==> config.mk <==
export PLATFORM = sky130hd
export DESIGN_NAME = rank_enc_sched
export DESIGN_NICKNAME = d
export VERILOG_FILES = /design/src/rtl/rank_enc_pkg.sv /design/src/rtl/aer_sync2.sv /design/src/rtl/rank_enc_sched.sv
export SDC_FILE = /design/constraint.sdc
export NUM_CORES = 1
export LEC_CHECK = 0
export ABC_AREA = 1
export BUFFER_PORTS_ARGS = -buffer_cell sky130_fd_sc_hd__buf_2
export CAP_MARGIN = 20
export CORE_MARGIN = 3
export CORE_UTILIZATION = 47
export DETAILED_ROUTE_END_ITERATION = 12
export GPL_TIMING_DRIVEN = 0
export MAX_ROUTING_LAYER = met4
export PLACE_DENSITY = 0.86
export SLEW_MARGIN = 0
export SYNTH_ARGS = -nofsm -noshare
export SYNTH_HDL_FRONTEND = slang
export SYNTH_HIERARCHICAL = 1
export SYNTH_SLANG_ARGS = --single-unit
==> constraint.sdc <==
create_clock -name CLK -period 1.2 [get_ports CLK]
set_input_delay 0.18 -clock CLK [delete_from_list [all_inputs] [get_ports CLK]]
set_output_delay 0.18 -clock CLK [all_outputs]
set_load 0.05 [all_outputs]
==> src/rtl/rank_enc_pkg.sv <==
// Shared types and default parameters for the rank-order encoder scheduler.
package rank_enc_pkg;

  localparam int DEF_IMAGE_SIZE  = 5;
  localparam int DEF_AER_ADDR_W  = 8;
  localparam int DEF_ADDR_BASE   = 0;
  localparam int DEF_ACK_TIMEOUT = 255;

  typedef enum logic [2:0] {
    IDLE   = 3'd0,
    START  = 3'd1,
    ENCODE = 3'd2,
    REQ    = 3'd3,
    REL    = 3'd4,
    FINISH = 3'd5
  } state_t;

endpackage

==> src/rtl/aer_sync2.sv <==
// Two-flop synchroniser for the asynchronous AER acknowledge; resets to 0.
module aer_sync2 (
  input  logic clk,
  input  logic rst_n,
  input  logic d,
  output logic q
);

  logic meta;

  // NOTE: sequential state uses non-blocking assignments so both flops sample the pre-edge values.
  always_ff @(posedge clk or negedge rst_n) begin
    if (!rst_n) begin
      meta <= 1'b0;
      q    <= 1'b0;
    end else begin
      meta <= d;
      q    <= meta;
    end
  end

endmodule

==> src/rtl/rank_enc_sched.sv <==
// Rank-order encoder scheduler: host image accept, encoder kick, 4-phase AER output.
// Optional per-phase ACK watchdog enabled by defining AER_TIMEOUT_EN.
module rank_enc_sched
  import rank_enc_pkg::*;
#(
  parameter int IMAGE_SIZE      = DEF_IMAGE_SIZE,
  parameter int IMAGE_SIZE_BITS = $clog2(IMAGE_SIZE),
  parameter int AER_ADDR_W      = DEF_AER_ADDR_W,
  parameter int ADDR_BASE       = DEF_ADDR_BASE,
  parameter int ACK_TIMEOUT     = DEF_ACK_TIMEOUT
) (
  input  logic                   CLK,
  input  logic                   RSTN,
  input  logic                   IMG_VALID,
  output logic                   IMG_READY,
  output logic                   ENC_START,
  input  logic                   ENC_FOUND,
  input  logic [IMAGE_SIZE_BITS:0] ENC_INDEX,
  input  logic                   ENC_DONE,
  output logic                   ENC_BUSY,
  output logic [AER_ADDR_W-1:0]  AEROUT_ADDR,
  output logic                   AEROUT_REQ,
  input  logic                   AEROUT_ACK,
  output logic [IMAGE_SIZE_BITS:0] EVT_CNT,
  output logic                   IMG_DONE,
  output logic                   ERR
);

  localparam int IDX_W = IMAGE_SIZE_BITS + 1;
  localparam logic [IDX_W-1:0]      CNT_MAX = IDX_W'(IMAGE_SIZE);
  localparam logic [AER_ADDR_W-1:0] BASE    = AER_ADDR_W'(ADDR_BASE);

  if (AER_ADDR_W < IDX_W || ACK_TIMEOUT < 1) begin : g_bad_cfg
    $error("rank_enc_sched: AER_ADDR_W too narrow or ACK_TIMEOUT < 1");
  end

  state_t state, state_nxt;
  logic   ack_s;
  logic   done_pend;
  logic   timeout;
  logic   evt_exit;

  aer_sync2 u_ack_sync (
    .clk   (CLK),
    .rst_n (RSTN),
    .d     (AEROUT_ACK),
    .q     (ack_s)
  );

`ifdef AER_TIMEOUT_EN
  localparam int TO_W = $clog2(ACK_TIMEOUT + 1);
  localparam logic [TO_W-1:0] TO_LAST = TO_W'(ACK_TIMEOUT - 1);

  logic [TO_W-1:0] to_cnt;

  // Counts cycles spent in the current handshake phase; restarts on any transition.
  always_ff @(posedge CLK or negedge RSTN) begin
    if (!RSTN)
      to_cnt <= '0;
    else if (state != state_nxt || !(state inside {REQ, REL}))
      to_cnt <= '0;
    else
      to_cnt <= to_cnt + 1'b1;
  end

  assign timeout = (state inside {REQ, REL}) && (to_cnt == TO_LAST);
`else
  assign timeout = 1'b0;
`endif

  assign evt_exit = ((state == REQ) && timeout) ||
                    ((state == REL) && (timeout || !ack_s));

  always_ff @(posedge CLK or negedge RSTN) begin
    if (!RSTN) state <= IDLE;
    else       state <= state_nxt;
  end

  always_comb begin
    state_nxt = state;
    unique case (state)
      IDLE:    if (IMG_VALID) state_nxt = START;
      START:   state_nxt = ENCODE;
      ENCODE:  if (ENC_FOUND)     state_nxt = REQ;
               else if (ENC_DONE) state_nxt = FINISH;
      REQ:     if (evt_exit)      state_nxt = done_pend ? FINISH : ENCODE;
               else if (ack_s)    state_nxt = REL;
      REL:     if (evt_exit)      state_nxt = done_pend ? FINISH : ENCODE;
      FINISH:  state_nxt = IDLE;
      default: state_nxt = IDLE;
    endcase
  end

  // NOTE: every output gets a default first so no path through the block infers a latch.
  always_comb begin
    IMG_READY  = 1'b0;
    ENC_START  = 1'b0;
    AEROUT_REQ = 1'b0;
    IMG_DONE   = 1'b0;
    unique case (state)
      IDLE:    IMG_READY  = 1'b1;
      START:   ENC_START  = 1'b1;
      REQ:     AEROUT_REQ = 1'b1;
      FINISH:  IMG_DONE   = 1'b1;
      default: ;
    endcase
  end

  always_ff @(posedge CLK or negedge RSTN) begin
    if (!RSTN) begin
      AEROUT_ADDR <= '0;
      ENC_BUSY    <= 1'b0;
      EVT_CNT     <= '0;
      ERR         <= 1'b0;
      done_pend   <= 1'b0;
    end else begin
      if (state == IDLE && IMG_VALID) begin
        EVT_CNT   <= '0;
        done_pend <= 1'b0;
      end
      // FOUND wins over a coincident DONE; the DONE is parked until the handshake ends.
      if (state == ENCODE && ENC_FOUND) begin
        AEROUT_ADDR <= BASE + AER_ADDR_W'(ENC_INDEX);
        ENC_BUSY    <= 1'b1;
        if (ENC_DONE) begin
          done_pend <= 1'b1;
          ERR       <= 1'b1;
        end
      end
      if ((state inside {REQ, REL}) && ENC_FOUND)
        ERR <= 1'b1;
      if (evt_exit) begin
        ENC_BUSY <= 1'b0;
        if (EVT_CNT != CNT_MAX) EVT_CNT <= EVT_CNT + 1'b1;
        if (timeout)            ERR     <= 1'b1;
      end
      if (state == FINISH) begin
        done_pend <= 1'b0;
        if (EVT_CNT != CNT_MAX) ERR <= 1'b1;
      end
    end
  end

endmodule

==> impl_metrics.csv <==
group,metric,value,unit
global_route,overflow,0,
timing,post-route-period-util,116,%
critical_path,slowest_stage,"dfrtp_2",
placement,post-place-ws,-0.126,ns
logic_synthesis,yosysTopAreaCell,"dfrtp_1",
critical_path,path_max_fanout,6,
drt,drtIter0Drc,9,
timing,finalMaxSlewViolations,0,
global_route,antenna_found_initial,0,
drt,drt_first_pass_iters,4,
timing,finalHoldViolations,0,
final_layout,drive_gt1_share,48.3,%
clocking,cts.htree.levels,1,
logic_synthesis,avgSynthCellArea,8.20,µm²
timing,whs,0.0930,ns
final_layout,n_fill_cell,93,
placement,port-buffer-count,23,
pwr,pwr-share-clk,9.6,%
drt,vias,840,
logic_synthesis,ys_warn_count,6,
status,status,"complete, but fails checks",
timing,setup_viol,17,
critical_path,cp-start-kind,"flip-flop",
clocking,cts_buffers,3,
clocking,worstSkewPairLatency,0.28,ns
critical_path,path_class,"reg -> out",
floorplanning,die_w,47.6,µm
floorplanning,ioPinCount,28,
global_route,grt_pass1_wl,3590,µm
placement,routabilityCongestion,0.890,
final_layout,area_delta_synth_final,53.8,%
logic_synthesis,ys_seq_elements,16,
clocking,path_clk_slew,0.09,ns
pwr,vdd.ir_drop.worst,1.62,mV
placement,dp_hpwl,1420,µm
critical_path,cp.buffers_inverters,2,
clocking,cts_sinks,16,
drt,viasPerCell,5.28,
timing,rsz0062_at_grt,"true",
global_route,grt_max_degree,17,
clocking,cts_tree,"built",
pwr,power_leakage,0.639,nW
timing,setup_ws,-0.196,ns
floorplanning,coreArea,0.00156,mm²
pwr,combPwrFrac,61.6,%
logic_synthesis,syn_area,812,µm²
pwr,power_density,2460,mW/mm²
timing,skew,0.00344,ns
timing,fin_crit,1.40,ns
logic_synthesis,synth.area.top_cells,"dfrtp_1 49%, nand2_1 14%, nand3_1 6.2%, o21ai_0 4.9%, inv_1 4.2%",
pwr,p_seq_share,28.8,%
critical_path,cp_top_family,"flip-flops",
worst_hold_path,hp-class,"in -> reg",
final_layout,n_antenna_cell,0,
drt,drt-total-wl,2300,µm
floorplanning,fp-row-count,14,
critical_path,cp.required,1.02,ns
final_layout,nNetsFinal,156,
floorplanning,dieArea,0.00226,mm²
timing,fmax,716,MHz
critical_path,cp.arrival,1.22,ns
drt,drt-wirelength-per-cell,14.5,µm
job,drv_cap,0,
pwr,p_switching,1.56,mW
clocking,cts.path.max_buffers,2,
logic_synthesis,syn_inst,99,
critical_path,crit_path_max_incr_delay,0.48,ns
critical_path,cp_cell_sequence,"inv_2 -> nand2_4 -> nor2_4 -> buf_8",
critical_path,end_kind,"primary output",
floorplanning,die_y,47.6,µm
status,failed_checks,"negative setup slack",
final_layout,layout.cells.most_common,"nand2_1",
logic_synthesis,synth.top_cell.area_share,49.3,%
drt,drc_errors,0,
logic_synthesis,synthDistinctLibCells,17,
global_route,grt_pass1_vias,807,
floorplanning,start_util,52.1,%
global_route,grt_usage,22.9,%
pwr,switching_share,50.7,%
final_layout,layout_common_cells,"28 x nand2_1, 18 x buf_2, 13 x buf_4, 11 x dfrtp_1, 6 x nand3_1",
drt,ant_nets,0,
pwr,p_int,1.51,mW
clocking,root_buffer,"clkbuf_4",
logic_synthesis,synth-seq-area-share,49.3,%
==> routing by layer <==
metal	vias to the layer above	GRT usage (%)	part of all wire, %
met3	4	2.26	5.2
met2	35	41.7	55
met5	-	-	0
li1	396	-	-
met4	0	5.38	1.3
met1	405	27.0	39
==> worst register-to-register path, stage by stage (launching register included) <==
cell     delay (ns)
dfrtp_2        0.48
inv_2          0.12
nand2_4        0.07
nor2_4         0.11
buf_4          0.13
buf_6          0.09
nand2_4        0.07
nand3_1        0.09
o21ai_1        0.06
==> layout make-up <==
class	instances	area, µm²	area share, %
flip-flops and latches	16	407	32.6
multi-input cells	73	448	35.9
inverters	9	38.8	3.11
plain buffers	4	30.0	2.40
clock buffers	4	26.3	2.10
repair buffers	37	279	22.3
well taps	16	20.0	1.60
==> power groups by stage <==
stage	registers [mW]	logic (mW)	clock network, mW
final	0.886	1.89	0.295
after global routing	0.906	2.02	0.313
after CTS	0.879	1.70	0.298
after detailed placement	0.882	1.39	0
after global placement	0.868	1.34	0
after floorplan	1.17	0.779	0
==> cells by family (layout without fill, tap and decap cells) <==
family / after synthesis / after routing / share of synthesized area [%]
XOR/XNOR: 2 / 2 / 2.16
other: 1 / 4 / 0.462
adder cells (fa/ha/maj): 2 / 2 / 3.08
flip-flops: 16 / 16 / 49.3
buffers and inverters: 13 / 54 / 7.86
AND/OR/NAND/NOR: 55 / 55 / 31.0
AO/OA/AOI/OAI: 10 / 10 / 6.16
==> registers in the layout, indices dropped and copies added (netlist names) <==
| name | count |
|---|---|
| AEROUT_ADDR | 4 |
| EVT_CNT | 4 |
| state | 3 |
| ENC_BUSY | 1 |
| ERR | 1 |
| done_pend | 1 |
| u_ack_sync/meta | 1 |
| u_ack_sync/q | 1 |
==> through the flow <==
step                      TNS (ns)  total power [mW]  instance area [µm²]  util (%)  instances
after floorplan             -0.722              1.95                  870         -        102
after global placement     -0.0880              2.21                 1000      64.4        141
after detailed placement    -0.269              2.27                 1000      64.4        141
after CTS                   -0.624              2.88                 1200      76.7        155
after global routing         -2.90              3.24                 1250      80.1        159
final                        -1.74              3.07                 1250      80.1        159
==> cell usage after synthesis <==
master / number
nor3_1: 1
ha_1: 2
nand3_2: 1
nor2_4: 1
dfrtp_1: 16
conb_1: 1
nor2_2: 1
o21ai_0: 8
xor2_1: 1
nor2_1: 6
xnor2_1: 1
nand3b_1: 4
nand3_1: 10
a21oi_1: 2
buf_4: 4
inv_1: 9
nand2_1: 31
==> path summary, 6_finish.rpt <==
path                                                start                          to  slack (ns)  cells after the start
min in group asynchronous                            RSTN        state[1]$_DFFE_PN0P_        0.33                      2
max in group asynchronous                            RSTN        EVT_CNT[0]$_DFF_PN0_        0.58                      2
worst min register to register  u_ack_sync/meta$_DFF_PN0_      u_ack_sync/q$_DFF_PN0_        0.36                      0
worst max register to register       state[1]$_DFFE_PN0P_        EVT_CNT[3]$_DFF_PN0_       -0.12                      8
worst min-delay path                         ENC_INDEX[0]  AEROUT_ADDR[0]$_DFFE_PN0P_        0.09                      3
worst max-delay path                 state[1]$_DFFE_PN0P_                   IMG_READY       -0.20                      4
==> what timing repair did <==
action                                  in CTS  in global routing
buffers inserted                             8                  4
pin swaps                                    5                  3
hold endpoints to repair                    17                  0
hold buffers                                 2                  0
endpoints found under the setup margin      16                 19
resized for setup                           24                  7
(Power assumes the default switching activity.)
